$ cat config.mk
export PLATFORM = sky130hd
export DESIGN_NAME = frame_buffer_reader
export DESIGN_NICKNAME = d
export VERILOG_FILES = /design/src/rtl/vga_timing_pkg.sv /design/src/rtl/vga_timing_gen.sv /design/src/rtl/frame_buffer_reader.sv
export SDC_FILE = /design/constraint.sdc
export NUM_CORES = 1
export LEC_CHECK = 0
export BUFFER_PORTS_ARGS = -buffer_cell sky130_fd_sc_hd__buf_2
export CORE_UTILIZATION = 50
export CTS_CLUSTER_DIAMETER = 50
export DETAILED_ROUTE_END_ITERATION = 10
export PLACE_DENSITY = 0.72
export SYNTH_ARGS = -nofsm -noshare
export SYNTH_HDL_FRONTEND = slang
export SYNTH_SLANG_ARGS = --single-unit
$ cat constraint.sdc
create_clock -name pclk -period 5.8 [get_ports pclk]
set_clock_uncertainty 0.1 [all_clocks]
set_input_delay 0.29 -clock pclk [delete_from_list [all_inputs] [get_ports pclk]]
set_output_delay 0.29 -clock pclk [all_outputs]
set_load 0.01 [all_outputs]
$ cat src/rtl/vga_timing_pkg.sv
// Shared 640x480@60 VGA timing constants and the read-sequencer state encoding.
// Used by the frame buffer read side, the HDMI path and the write-side controller.
package vga_timing_pkg;

  localparam int VGA_H_ACT  = 640;
  localparam int VGA_H_FP   = 16;
  localparam int VGA_H_SYNC = 96;
  localparam int VGA_H_BP   = 48;
  localparam int VGA_H_TOT  = VGA_H_ACT + VGA_H_FP + VGA_H_SYNC + VGA_H_BP;

  localparam int VGA_V_ACT  = 480;
  localparam int VGA_V_FP   = 10;
  localparam int VGA_V_SYNC = 2;
  localparam int VGA_V_BP   = 33;
  localparam int VGA_V_TOT  = VGA_V_ACT + VGA_V_FP + VGA_V_SYNC + VGA_V_BP;

  // Stored camera image; displayed with 2x nearest-neighbour upscaling.
  localparam int VGA_IMG_W  = 320;
  localparam int VGA_IMG_H  = 240;

  typedef enum logic {
    ST_IDLE = 1'b0,
    ST_RUN  = 1'b1
  } state_e;

  // One counter width serves both the pixel and the line counter.
  function automatic int cnt_width(input int h_tot, input int v_tot);
    return $clog2((h_tot > v_tot) ? h_tot : v_tot);
  endfunction

endpackage

$ cat src/rtl/vga_timing_gen.sv
// Horizontal/vertical raster counters with active and sync decode.
// Ports:
//   pclk, rst_n  pixel clock, async active-low reset
//   i_run        count enable; while low both counters are held at 0
//   h_cnt/v_cnt  raster position
//   active       position is inside the visible area
//   hs/vs        sync pulse window (active high here; polarity is set by the user)
//   frame_end    last pixel of the last line
module vga_timing_gen
  import vga_timing_pkg::*;
#(
  parameter int H_ACT  = VGA_H_ACT,
  parameter int H_FP   = VGA_H_FP,
  parameter int H_SYNC = VGA_H_SYNC,
  parameter int H_BP   = VGA_H_BP,
  parameter int V_ACT  = VGA_V_ACT,
  parameter int V_FP   = VGA_V_FP,
  parameter int V_SYNC = VGA_V_SYNC,
  parameter int V_BP   = VGA_V_BP,
  parameter int CNT_W  = cnt_width(H_ACT + H_FP + H_SYNC + H_BP, V_ACT + V_FP + V_SYNC + V_BP)
) (
  input  logic             pclk,
  input  logic             rst_n,
  input  logic             i_run,
  output logic [CNT_W-1:0] h_cnt,
  output logic [CNT_W-1:0] v_cnt,
  output logic             active,
  output logic             hs,
  output logic             vs,
  output logic             frame_end
);

  localparam int H_TOT = H_ACT + H_FP + H_SYNC + H_BP;
  localparam int V_TOT = V_ACT + V_FP + V_SYNC + V_BP;

  localparam logic [CNT_W-1:0] H_LAST   = CNT_W'(H_TOT - 1);
  localparam logic [CNT_W-1:0] V_LAST   = CNT_W'(V_TOT - 1);
  localparam logic [CNT_W-1:0] H_ACT_C  = CNT_W'(H_ACT);
  localparam logic [CNT_W-1:0] V_ACT_C  = CNT_W'(V_ACT);
  localparam logic [CNT_W-1:0] HS_BEG   = CNT_W'(H_ACT + H_FP);
  localparam logic [CNT_W-1:0] HS_END   = CNT_W'(H_ACT + H_FP + H_SYNC);
  localparam logic [CNT_W-1:0] VS_BEG   = CNT_W'(V_ACT + V_FP);
  localparam logic [CNT_W-1:0] VS_END   = CNT_W'(V_ACT + V_FP + V_SYNC);

  logic [CNT_W-1:0] r_h_cnt;
  logic [CNT_W-1:0] r_v_cnt;
  logic             w_h_last;
  logic             w_v_last;

  assign w_h_last = (r_h_cnt == H_LAST);
  assign w_v_last = (r_v_cnt == V_LAST);

  always_ff @(posedge pclk or negedge rst_n) begin
    if (!rst_n) begin
      r_h_cnt <= '0;
      r_v_cnt <= '0;
    end else if (!i_run) begin
      r_h_cnt <= '0;
      r_v_cnt <= '0;
    end else if (w_h_last) begin
      r_h_cnt <= '0;
      r_v_cnt <= w_v_last ? '0 : r_v_cnt + 1'b1;
    end else begin
      r_h_cnt <= r_h_cnt + 1'b1;
    end
  end

  assign h_cnt     = r_h_cnt;
  assign v_cnt     = r_v_cnt;
  // Gated by i_run so the held (0,0) position in idle does not decode as video.
  assign active    = i_run && (r_h_cnt < H_ACT_C) && (r_v_cnt < V_ACT_C);
  assign hs        = i_run && (r_h_cnt >= HS_BEG) && (r_h_cnt < HS_END);
  assign vs        = i_run && (r_v_cnt >= VS_BEG) && (r_v_cnt < VS_END);
  assign frame_end = i_run && w_h_last && w_v_last;

endmodule

$ cat src/rtl/frame_buffer_reader.sv
// Read-side sequencer for the dual-port frame buffer. Produces VGA raster timing,
// reads the stored image with 2x nearest-neighbour upscaling and aligns pixel data
// with sync/de across the buffer's 1-cycle read latency.
// Ports:
//   pclk, rst_n   pixel clock, async active-low reset
//   en            run request, honoured only on frame boundaries
//   rAddr, OE     frame buffer read address / read enable
//   rData         RGB565 from the buffer, valid the cycle after OE
//   hsync, vsync  active-low syncs
//   de, pix       active-video qualifier and RGB565 pixel (0 outside de)
//   frame_start   pulse with the first active pixel of each frame
//
// state   | meaning
// IDLE    | counters held at 0, outputs at reset values, wait for en
// RUN     | raster running; en re-checked on the last pixel of each frame
module frame_buffer_reader
  import vga_timing_pkg::*;
#(
  parameter int IMG_W  = VGA_IMG_W,
  parameter int IMG_H  = VGA_IMG_H,
  parameter int H_ACT  = VGA_H_ACT,
  parameter int H_FP   = VGA_H_FP,
  parameter int H_SYNC = VGA_H_SYNC,
  parameter int H_BP   = VGA_H_BP,
  parameter int V_ACT  = VGA_V_ACT,
  parameter int V_FP   = VGA_V_FP,
  parameter int V_SYNC = VGA_V_SYNC,
  parameter int V_BP   = VGA_V_BP,
  localparam int ADDR_W = $clog2(IMG_W * IMG_H)
) (
  input  logic              pclk,
  input  logic              rst_n,
  input  logic              en,
  output logic [ADDR_W-1:0] rAddr,
  output logic              OE,
  input  logic [15:0]       rData,
  output logic              hsync,
  output logic              vsync,
  output logic              de,
  output logic [15:0]       pix,
  output logic              frame_start
);

  localparam int CNT_W = cnt_width(H_ACT + H_FP + H_SYNC + H_BP, V_ACT + V_FP + V_SYNC + V_BP);

  localparam logic [ADDR_W-1:0] LINE_STEP  = ADDR_W'(IMG_W);
  localparam logic [CNT_W-1:0]  H_ACT_LAST = CNT_W'(H_ACT - 1);
  localparam logic [CNT_W-1:0]  V_ACT_LAST = CNT_W'(V_ACT - 1);

  state_e             r_state;
  state_e             w_state_nxt;
  logic               w_run;

  logic [CNT_W-1:0]   w_h_cnt;
  logic [CNT_W-1:0]   w_v_cnt;
  logic               w_active;
  logic               w_hs;
  logic               w_vs;
  logic               w_frame_end;
  logic               w_first_pix;
  logic               w_line_done;

  logic [ADDR_W-1:0]  r_line_base;
  logic               r_hs_s1;
  logic               r_vs_s1;
  logic               r_fs_s1;
  logic               r_de_s2;
  logic               r_hs_s2;
  logic               r_vs_s2;
  logic               r_fs_s2;

  // ---------------- FSM ----------------
  always_ff @(posedge pclk or negedge rst_n) begin
    if (!rst_n) r_state <= ST_IDLE;
    else        r_state <= w_state_nxt;
  end

  always_comb begin
    w_state_nxt = r_state;
    case (r_state)
      ST_IDLE: if (en)                 w_state_nxt = ST_RUN;
      ST_RUN:  if (w_frame_end && !en) w_state_nxt = ST_IDLE;
      default:                         w_state_nxt = ST_IDLE;
    endcase
  end

  always_comb begin
    w_run = 1'b0;
    if (r_state == ST_RUN) w_run = 1'b1;
  end

  // ---------------- stage 0: raster counters ----------------
  vga_timing_gen #(
    .H_ACT  (H_ACT),
    .H_FP   (H_FP),
    .H_SYNC (H_SYNC),
    .H_BP   (H_BP),
    .V_ACT  (V_ACT),
    .V_FP   (V_FP),
    .V_SYNC (V_SYNC),
    .V_BP   (V_BP),
    .CNT_W  (CNT_W)
  ) u_timing (
    .pclk      (pclk),
    .rst_n     (rst_n),
    .i_run     (w_run),
    .h_cnt     (w_h_cnt),
    .v_cnt     (w_v_cnt),
    .active    (w_active),
    .hs        (w_hs),
    .vs        (w_vs),
    .frame_end (w_frame_end)
  );

  assign w_first_pix = w_active && (w_h_cnt == '0) && (w_v_cnt == '0);
  // Each stored line is shown twice, so the base only advances after odd lines.
  // The final odd line is skipped so the base never points past the image.
  assign w_line_done = w_active && (w_h_cnt == H_ACT_LAST) && w_v_cnt[0] &&
                       (w_v_cnt != V_ACT_LAST);

  always_ff @(posedge pclk or negedge rst_n) begin
    if (!rst_n) begin
      r_line_base <= '0;
    end else if (!w_run || w_frame_end) begin
      r_line_base <= '0;
    end else if (w_line_done) begin
      r_line_base <= r_line_base + LINE_STEP;
    end
  end

  // ---------------- stage 1: buffer request ----------------
  // OE doubles as the stage-1 de flag.
  always_ff @(posedge pclk or negedge rst_n) begin
    if (!rst_n) begin
      rAddr   <= '0;
      OE      <= 1'b0;
      r_hs_s1 <= 1'b0;
      r_vs_s1 <= 1'b0;
      r_fs_s1 <= 1'b0;
    end else begin
      OE      <= w_active;
      r_hs_s1 <= w_hs;
      r_vs_s1 <= w_vs;
      r_fs_s1 <= w_first_pix;
      if (!w_run) begin
        rAddr <= '0;
      end else if (w_active) begin
        rAddr <= r_line_base + ADDR_W'(w_h_cnt >> 1);
      end
    end
  end

  // ---------------- stage 2: buffer read in flight ----------------
  always_ff @(posedge pclk or negedge rst_n) begin
    if (!rst_n) begin
      r_de_s2 <= 1'b0;
      r_hs_s2 <= 1'b0;
      r_vs_s2 <= 1'b0;
      r_fs_s2 <= 1'b0;
    end else begin
      r_de_s2 <= OE;
      r_hs_s2 <= r_hs_s1;
      r_vs_s2 <= r_vs_s1;
      r_fs_s2 <= r_fs_s1;
    end
  end

  // ---------------- stage 3: aligned video outputs ----------------
  always_ff @(posedge pclk or negedge rst_n) begin
    if (!rst_n) begin
      de          <= 1'b0;
      pix         <= '0;
      hsync       <= 1'b1;
      vsync       <= 1'b1;
      frame_start <= 1'b0;
    end else begin
      de          <= r_de_s2;
      pix         <= r_de_s2 ? rData : '0;
      hsync       <= ~r_hs_s2;
      vsync       <= ~r_vs_s2;
      frame_start <= r_fs_s2;
    end
  end

endmodule

==> results.md <==
- The final hold slack is -0.0311 ns.
- The worst pin sits at a relative slew slack of between 30% and 40%.
- Entering global routing, the biggest net connects 78 pins.
- The initial standard-cell utilization of the core is a little over half.
- For this design, the sink count on the clock tree is slightly below 80.
- The cell count after synthesis is about 350.
- The final reports fail on hold timing.
- The number of different library cells in the post-synthesis netlist is 50.
- The ratio of cells with drive above 1 in the final layout is around a fifth.
- Counting flops with a built-in enable in the synthesized netlist gives 0.
- The largest fanout on the critical path is 26.
- The area used by multi-input combinational logic is between 1500 and 2000 sq um.
- On the critical path the largest part of the delay comes from simple AND/OR/NAND/NOR gates.
- Max-cap violations in this run came to 0.
- In the synthesized netlist the dominant register cell turns out to be sky130_fd_sc_hd__dfrtp_1.
- The number of gates resized after CTS was 0.
- At the worst endpoint, the arrival time is 3.24 ns.
- The sequential element share of the synthesized area is approximately 54%.
- The upper clock frequency limit is between 300 and 400 MHz.
- The total routed wirelength is roughly 7000 um.
- Once detailed placement completed, the half-perimeter wirelength came to 4710 um.
- The clock-pin slew reported for the worst setup and hold paths after clock tree synthesis is roughly 0.080 ns.
- The count of unresolved DRC violations after routing is 0.
- The die is approximately 87 um tall.
- During synthesis, Yosys emitted a total of 0 warnings.
- The non-filler instance count after layout is between 400 and 500.
- The via count of the first global-routing pass is between 2000 and 2500.
- The startpoint kind of the worst setup timing path is a flop.
- The clock passes through at most 2 buffers.
- After detailed placement, the design holds a cell count of 477.
- The average vias per placed instance is around 5.6.
- The hold violation total from the final report came to 40.
- The core box area is ~6900 sq um.
- The number of routed nets with antenna violations is 0.
- In this run, synthesis produced a sequential element count of a little under 80.
- Setup repair after global routing left no endpoint under its margin.
- The buffer cell driving the clock tree root is sky130_fd_sc_hd__clkbuf_8.
- The delay contributed by the slowest stage of the critical path is approximately 0.85 ns.
- The count of boundary I/O pins is between 50 and 60.
- Dividing the final minimum period by the clock period gives about 53%.
- The initial antenna violation count is 0.
- The first routing iteration left 138 violations.
- Summed over all layers, the global routing overflow is 0.
- The smallest clock period supported by the final layout is computed as 3.06 ns.
- The flow ran to the end, but the final reports show violations.
- The setup slack on the worst flop-to-flop path is roughly 2.7 ns.
- The slew at the pin closest to its max-slew limit is 1.00 ns.
- Setup violations remaining at the end of the flow were counted as 0.
- The quantity of I/O buffers inserted on ports is 56.
- The required time of the critical path is about 6.0 ns.
- The source of the worst register-to-register timing path is r_state.
- The CTS H-tree depth is 3.
- The count of inserted antenna diode cells is 0.
- The buffers plus inverters on the worst setup path is 0.
- In this run the critical register-to-register path is captured at r_line_base[13].
- The post-synthesis to final-layout area growth is 14.4%.
- The floorplan die area is 7520 sq um.
- Power spread over the standard cell area amounts to 241 nW/um^2.
- The post-synthesis instance area is between 3000 and 4000 sq um.
- The sequential cells in the finished layout cover a total of 1930 sq um.
- Synthesis produced a netlist with a net count of ~370.
- The count of vias placed by the detailed router is 2754.
- The hold-fix buffer count after cts is 0.
- The fraction of synthesis flops using an asynchronous set or reset pin is between 90% and 100%.
- After detailed routing, the average wire length per cell comes to between 10 and 15 um.
- STA classifies the critical path endpoint as a flop.
- At the later pin of the worst-skew pair, clock insertion delay measures between 0.3 and 0.4 ns.
- The site row count is 30.
- Counting the fill cells in the layout gives 600.
- The cell leakage power is around 1.8 nW.
- The type of the worst min-delay path is input pin to async pin.
- The number of search-and-repair iterations in the first detailed-routing pass is 4.
- The classification of the worst setup path is flop to flop.
- The number of buffers created by CTS is 9.
- The global router's overall resource usage is approximately 20%.
- The number of nets in the layout is between 400 and 500.
- The post-CTS setup-driven buffer insertion count is 0.
- Among all stages on the critical path, the largest delay is contributed by sky130_fd_sc_hd__or4b_2.
- A synthesized cell averages 10.3 sq um.
- The number of pins with negative max-slew slack in the final report was 0.
- The first global-routing pass estimated about 12000 um of wire.
- Walking the worst path, the cells encountered are nor4b_1 -> nand4_1 -> or4b_2 -> a21oi_1.
- The commonest non-fill, non-tap cell in the layout is sky130_fd_sc_hd__dfrtp_1.
- The completed layout was analyzed and its total power is 0.989 mW.
- TritonCTS built the clock tree.
- The final weighted congestion in routability-driven placement is between 0.7 and 0.8.
- The depth of the worst register-to-register path is 4.
- The die is approximately 87 um wide.
- The top cell types in the final layout, fill and taps aside, are 75 x sky130_fd_sc_hd__dfrtp_1, 55 x sky130_fd_sc_hd__buf_2, 30 x sky130_fd_sc_hd__nand3_1.
- The final total negative setup slack is 0 ns.
- The peak supply drop is 0.116 mV.
-- synth_stat cells, drive strengths merged, types with 2 or more instances --
library cell	number	area (sq um)
ha	8	100
clkbuf	15	57.6
nor3b	3	22.5
or4	8	63.8
a21o	2	15.0
inv	9	33.8
and4	4	35.0
a211o	4	35.0
nand4b	2	17.5
a21oi	8	40.0
nor2	16	60.1
and2	17	106
dfstp	2	52.6
a211oi	2	15.0
xnor2	13	114
xor2	5	43.8
nand2b	3	18.8
or4b	3	33.8
nor4	9	71.3
o211ai	4	35.0
nand2	28	105
nor4b	4	35.0
dfrtp	75	1880
o31ai	7	52.6
o21ai	24	124
nand3	30	150
buf	8	51.3
nand4	9	56.3
nor3	9	45.0
or3	5	31.3
-- worst max path at each step --
stage | from | end | slack, ns | cells past startpoint
2_1_floorplan | u_timing.v_cnt[0] | r_line_base[11] | 3.63 | 7
3_3_place_gp | r_state | r_line_base[13] | 2.87 | 4
3_5_place_dp | r_state | r_line_base[13] | 2.77 | 4
4_1_cts | r_state | r_line_base[13] | 2.74 | 4
5_1_grt | r_state | r_line_base[13] | 2.41 | 4
6_report | r_state | r_line_base[13] | 2.74 | 4
-- cell type report --
| class | count | share of cell area [%] |
|---|---|---|
| Timing Repair Buffer | 57 | 7.06 |
| Multi-Input combinational cell | 237 | 37.0 |
| Sequential cell | 77 | 47.0 |
| Clock buffer | 11 | 3.68 |
| Inverter | 10 | 0.914 |
| Clock inverter | 5 | 1.43 |
| Tap cell | 96 | 2.92 |
-- metrics by stage --
stage	hold slack, ns	instance area (sq um)	util [%]	worst slack [ns]
after floorplan	-0.106	3590	-	3.63
after global placement	0.234	3900	56.8	2.87
after detailed placement	0.235	3900	56.8	2.77
after CTS	0.0125	4110	59.8	2.74
after global routing	0.0269	4110	59.8	2.41
final	-0.0311	4110	59.8	2.74
-- registers in the layout (all words and copies together) (netlist names) --
name	flops
r_hs_s1	1
r_hs_s2	1
r_de_s2	1
pix	16
u_timing.h_cnt	10
frame_start	1
r_line_base	11
vsync	1
hsync	1
u_timing.v_cnt	10
r_state	1
de	1
OE	1
r_vs_s1	1
r_vs_s2	1
r_fs_s1	1
rAddr	17
r_fs_s2	1
-- report_power, final --
part | switching (mW) | internal, mW
clock network | 0.196 | 0.222
registers | 0.00102 | 0.542
logic | 0.0169 | 0.0110
total | 0.214 | 0.775
-- layer usage --
| layer | vias up | part of all wire, % | global-route usage [%] |
|---|---|---|---|
| met4 | 0 | 1.8 | 8.64 |
| met3 | 11 | 5.6 | 4.76 |
| li1 | 1339 | - | - |
| met2 | 79 | 44 | 30.7 |
| met5 | - | 0 | 0 |
| met1 | 1325 | 49 | 27.5 |
-- kinds of logic after synthesis --
kind of cell	Yosys count	share of synthesized area, %
compound gates	57	10.2
xor+xnor	18	4.39
fa+ha+maj	8	2.79
buf+inv	33	4.08
flops	77	53.7
mux	1	0.279
simple gates	153	24.5
Note: power is estimated with default switching activity, not from simulation.
